## config.mk

```make
export PLATFORM = sky130hd
export DESIGN_NAME = exmem_skid
export DESIGN_NICKNAME = d
export VERILOG_FILES = /design/src/rtl/exmem_skid_pkg.sv /design/src/rtl/exmem_skid_entry.sv /design/src/rtl/exmem_skid.sv
export SDC_FILE = /design/constraint.sdc
export NUM_CORES = 1
export LEC_CHECK = 0
export CORE_UTILIZATION = 31
export DETAILED_ROUTE_END_ITERATION = 10
export HOLD_SLACK_MARGIN = 0.03
export PLACE_DENSITY = 0.63
export SLEW_MARGIN = 20
export SYNTH_ARGS = -nofsm -noshare
export SYNTH_HDL_FRONTEND = slang
export SYNTH_SLANG_ARGS = --single-unit
```

## constraint.sdc

```tcl
create_clock -name clk -period 2 [get_ports clk]
set_input_delay 0.2 -clock clk [delete_from_list [all_inputs] [get_ports clk]]
set_output_delay 0.2 -clock clk [all_outputs]
set_load 0.005 [all_outputs]
```

## src/rtl/exmem_skid_pkg.sv

```systemverilog
// Shared widths and control-bundle bit layout for the EX/MEM boundary.
// The memory stage imports this package to decode the same layout.
package exmem_skid_pkg;

  localparam int N      = 32;  // datapath width: ALU result, store data, PC
  localparam int REG_W  = 5;   // register number width
  localparam int CTRL_W = 5;   // control bundle width

  // Bit positions inside the control bundle
  localparam int CTRL_REG_WRITE  = 0;
  localparam int CTRL_MEM_TO_REG = 1;
  localparam int CTRL_MEM_READ   = 2;
  localparam int CTRL_MEM_WRITE  = 3;
  localparam int CTRL_EXC_OVF    = 4;

  typedef struct packed {
    logic [N-1:0]      alu_out;
    logic [N-1:0]      store_data;
    logic [N-1:0]      pc;
    logic [REG_W-1:0]  dst_reg;
    logic [CTRL_W-1:0] ctrl;
  } payload_t;

  // Build the stored control bundle. A trapping overflow becomes a precise
  // exception tag and suppresses every architectural side effect, so the
  // memory stage cannot commit a bad write.
  function automatic logic [CTRL_W-1:0] pack_ctrl(
    input logic overflow,
    input logic trap_en,
    input logic reg_write,
    input logic mem_to_reg,
    input logic mem_read,
    input logic mem_write
  );
    logic              exc;
    logic [CTRL_W-1:0] c;
    exc = overflow & trap_en;
    c = '0;
    c[CTRL_REG_WRITE]  = reg_write & ~exc;
    c[CTRL_MEM_TO_REG] = mem_to_reg;
    c[CTRL_MEM_READ]   = mem_read & ~exc;
    c[CTRL_MEM_WRITE]  = mem_write & ~exc;
    c[CTRL_EXC_OVF]    = exc;
    return c;
  endfunction

endpackage

```

## src/rtl/exmem_skid_entry.sv

```systemverilog
// One buffer slot: a valid bit plus a payload register.
// Payload loads only on its enable and is otherwise held (never zeroed
// except by reset); clear has priority over load for the valid bit.
module exmem_entry
  import exmem_skid_pkg::*;
(
  input  logic     clk,
  input  logic     reset_n,
  input  logic     load,
  input  logic     clear,
  input  payload_t d,
  output logic     valid,
  output payload_t q
);

  // Valid flag: set on load, dropped on clear
  always_ff @(posedge clk or negedge reset_n) begin
    if (!reset_n) begin
      valid <= 1'b0;
    end else if (clear) begin
      valid <= 1'b0;
    end else if (load) begin
      valid <= 1'b1;
    end
  end

  // Payload register with load enable
  always_ff @(posedge clk or negedge reset_n) begin
    if (!reset_n) begin
      q <= '0;
    end else if (load) begin
      q <= d;
    end
  end

endmodule

```

## src/rtl/exmem_skid.sv

```systemverilog
// EX/MEM pipeline boundary: two-entry skid buffer (main + skid) with a
// registered ex_ready, so there is no combinational mem_ready -> ex_ready path.
// Main always holds the older instruction; skid only fills when main is
// stalled and drains into main on the next consume.
module exmem_skid
  import exmem_skid_pkg::*;
(
  input  logic             clk,
  input  logic             reset_n,
  input  logic             ex_valid,
  output logic             ex_ready,
  input  logic [N-1:0]     ex_alu_out,
  input  logic             ex_overflow,
  input  logic             ex_trap_en,
  input  logic [N-1:0]     ex_store_data,
  input  logic [REG_W-1:0] ex_dst_reg,
  input  logic [N-1:0]     ex_pc,
  input  logic             ex_mem_read,
  input  logic             ex_mem_write,
  input  logic             ex_reg_write,
  input  logic             ex_mem_to_reg,
  input  logic             flush,
  output logic             mem_valid,
  input  logic             mem_ready,
  output logic [N-1:0]     mem_alu_out,
  output logic [N-1:0]     mem_store_data,
  output logic [N-1:0]     mem_pc,
  output logic [REG_W-1:0] mem_dst_reg,
  output logic             mem_mem_read,
  output logic             mem_mem_write,
  output logic             mem_reg_write,
  output logic             mem_mem_to_reg,
  output logic             mem_exc_ovf
);

  payload_t in_payload;
  payload_t main_d;
  payload_t main_q;
  payload_t skid_q;
  logic     main_valid;
  logic     skid_valid;
  logic     accept;
  logic     consume;
  logic     skid_to_main;
  logic     main_load;
  logic     main_clear;
  logic     skid_load;
  logic     skid_clear;

  // Incoming payload with the exception tag applied at load time
  always_comb begin
    in_payload.alu_out    = ex_alu_out;
    in_payload.store_data = ex_store_data;
    in_payload.pc         = ex_pc;
    in_payload.dst_reg    = ex_dst_reg;
    in_payload.ctrl       = pack_ctrl(ex_overflow, ex_trap_en, ex_reg_write,
                                      ex_mem_to_reg, ex_mem_read, ex_mem_write);
  end

  // Handshake and entry steering; flush suppresses every load so an
  // accept in the same cycle is discarded.
  always_comb begin
    accept       = ex_valid && ex_ready;
    consume      = main_valid && mem_ready;
    skid_to_main = skid_valid && consume;
    main_load    = !flush && (skid_to_main || (accept && (!main_valid || consume)));
    main_clear   = flush || (consume && !main_load);
    skid_load    = !flush && accept && main_valid && !consume;
    skid_clear   = flush || skid_to_main;
    main_d       = skid_to_main ? skid_q : in_payload;
  end

  exmem_entry u_main (
    .clk     (clk),
    .reset_n (reset_n),
    .load    (main_load),
    .clear   (main_clear),
    .d       (main_d),
    .valid   (main_valid),
    .q       (main_q)
  );

  exmem_entry u_skid (
    .clk     (clk),
    .reset_n (reset_n),
    .load    (skid_load),
    .clear   (skid_clear),
    .d       (in_payload),
    .valid   (skid_valid),
    .q       (skid_q)
  );

  // skid_valid is a flop, so ex_ready is a registered signal
  assign ex_ready       = !skid_valid;
  assign mem_valid      = main_valid;
  assign mem_alu_out    = main_q.alu_out;
  assign mem_store_data = main_q.store_data;
  assign mem_pc         = main_q.pc;
  assign mem_dst_reg    = main_q.dst_reg;
  assign mem_reg_write  = main_q.ctrl[CTRL_REG_WRITE];
  assign mem_mem_to_reg = main_q.ctrl[CTRL_MEM_TO_REG];
  assign mem_mem_read   = main_q.ctrl[CTRL_MEM_READ];
  assign mem_mem_write  = main_q.ctrl[CTRL_MEM_WRITE];
  assign mem_exc_ovf    = main_q.ctrl[CTRL_EXC_OVF];

endmodule

```

==> results of run 1 <==
sequential cells by signal, indices dropped and copies added (netlist names):
name          cells
u_main.valid      1
u_main.q        106
u_skid.q        106
u_skid.valid      1
synthesized netlist by cell type (all sizes together):
cell | instances | area (µm²)
a21boi | 3 | 22.5
a21oi | 1 | 5.00
a221oi | 1 | 15.0
buf | 27 | 158
clkbuf | 7 | 26.3
dfrtp | 214 | 5360
inv | 4 | 15.0
mux2 | 316 | 3560
mux2i | 2 | 20.0
nand2 | 2 | 7.51
nand2b | 1 | 13.8
nand3 | 1 | 10.0
nor4b | 1 | 8.76
o211a | 1 | 10.0
o21ai | 1 | 5.00
what timing repair did:
action,in CTS,in global routing
hold buffers,1,0
hold endpoints to repair,52,0
gates resized for setup,0,0
where the power goes:
group	internal [mW]	total (mW)	switching (mW)
Combinational	1.74	2.48	0.734
Clock	2.80	4.56	1.76
Sequential	5.29	5.74	0.450
layer usage:
metal | vias to the layer above | wire length (µm)
met3 | 34 | 1520
li1 | 2592 | -
met1 | 2858 | 9350
met2 | 144 | 9600
met5 | - | 0
met4 | 0 | 355
path summary, 6_finish.rpt:
check,slack (ns),from,to
setup / recovery,0.14,u_skid.valid,u_skid.q[37]
hold / removal,0.22,reset_n,u_main.q[49]
setup reg to reg,0.14,u_skid.valid,u_skid.q[37]
hold reg to reg,0.50,u_skid.q[63],u_skid.q[63]
max in group asynchronous,1.05,reset_n,u_skid.q[38]
min in group clk,0.32,ex_dst_reg[3],u_skid.q[8]
kinds of logic (layout without fill, tap and decap cells):
kind of cell	after synthesis	after routing	synth area share (%)
DFF	214	214	58.0
AOI/OAI and AO/OA	7	7	0.623
and+or+nand+nor	5	5	0.434
muxes	318	318	38.8
buffers and inverters	38	301	2.16
cell type report:
cell class | instances | share of cell area, %
Sequential cell | 214 | 41.1
Multi-Input combinational cell | 330 | 28.4
Timing Repair Buffer | 252 | 20.3
Clock buffer | 35 | 5.32
Tap cell | 384 | 3.69
Clock inverter | 10 | 0.999
Inverter | 4 | 0.115
worst reg2reg max path: stages (launching register included):
cell and delay, ns:
dfrtp_1 0.44, nand2b_4 0.19, nor4b_2 0.29, buf_4 0.23, buf_12 0.21, mux2_2 0.39
through the flow:
stage | setup WS, ns | cells | power [mW] | instance area [µm²] | hold WS (ns)
6_report | 0.145 | 1229 | 12.8 | 13000 | 0.220
5_1_grt | 0.0437 | 1229 | 13.5 | 13000 | 0.232
4_1_cts | 0.127 | 1229 | 13.0 | 13000 | 0.207
3_5_place_dp | -0.0599 | 1183 | 8.34 | 12200 | 0.178
3_3_place_gp | -0.0579 | 1183 | 8.26 | 12200 | 0.177
2_1_floorplan | 0.224 | 582 | 6.83 | 9230 | -0.0956
==> results.toml, run 1 <==
[timing]
setup_viol = 0
setup_tns_ns = 0
min_period_ns = 1.86
hold_viol = 0
fmax_mhz = 539
fin_skew_ns = 0.00802
rsz0062_at_grt = "false"
fin_crit_sh_pct = 92.8
tightest_slew_ns = 0.456
drv_slew = 0
slew_headroom_pct = 69.6

[global_routing]
use_met2_pct = 22.7
antenna_found_initial = 0
overflow = 0
busiest_layer = "met2"
track_usage_pct = 14.1
grt_pass1_vias = 6105
grt_max_degree = 70
use_met3_pct = 4.22
grt_pass1_wl_um = 34200
met1_usage_pct = 18.4

[power]
p_per_area_nw_per_um2 = 981
p_leak_nw = 5.39
vdd_drop_max_mv = 0.585

[floorplan]
die_y_um = 175
dieArea_um2 = 30500
initial_core_util_pct = 31.8
die_width_um = 175
core_um2 = 29000
rows = 62
io_pins = 220

[setup_path]
crit_cells = 5
critPathKind = "reg -> reg"
cp.required_ns = 2.39
crit_family = "simple AND/OR/NAND/NOR gates"
crit_slowest_cell = "dfrtp_1"
slowest_delay_ns = 0.44
r2r_cells = 5
cp-end-kind = "flop"
cp-start-kind = "flop"
worstPathMaxFanout = 27
cp_cell_sequence = "nand2b_4 -> nor4b_2 -> buf_4 -> buf_12 -> mux2_2"
crit_buf_inv = 2
arrival_ns = 2.25

[drt]
routed_wl_um = 20800
drtAntennaViolNets = 0
drt-initial-drc-count = 155
drc = 0
via_count = 5628
routed_via_density = 4.58
routedWlPerCell_um = 16.9
dr.pass1.iters = 4

[clock_network]
root_buffer = "clkbuf_16"
clkTransAtPathRegs_ns = 0.06
postCtsSetupRepairBufs = 0
clkSinkCount = 214
ctsLongestPathBuffers = 3
insertion_delay_ns = 0.51
cts_tree = "built"
cts_buffers = 25
htree_num_levels = 1

[finish]
regArea_um2 = 5360
mostFrequentLayoutCell = "mux2_2"
synthToLayoutAreaGrowth_pct = 41.1
multi_input_area_um2 = 3700
n_fill_cell = 2616
drive_gt1_share_pct = 46.3
final_util_pct = 44.9
nets = 939
final_cell_mix = "316 x mux2_2, 218 x clkdlybuf4s50_1, 214 x dfrtp_1"
antenna_cells = 0

[logic_synthesis]
syn_nets = 694
synth_warnings = 0
synth_cell_types = 16
synth_area_um2 = 9230
syn_area_per_cell_um2 = 15.9
yosysSeqAreaShare_pct = 58.0
synth-seq-cells = 214
syn_inst = 582

[place]
io_buffers = 219
dp_hpwl_um = 14100
gp_congestion = 0.724

[worst_hold_path]
hold_class = "in -> async"

[run]
cap_viol_max_count = 0

[status]
status = "completed"
(Power assumes the default switching activity.)
==> inputs of run 2 (changes only) <==
- HOLD_SLACK_MARGIN: 0.03 -> unset
==> results of run 2 <==
The final DEF is identical to that of run 1; final timing and power are the same.
==> inputs of run 3 (changes only) <==
- SKIP_LAST_GASP: unset -> 1
==> results of run 3 <==
The final DEF is identical to that of run 1; final timing and power are the same.
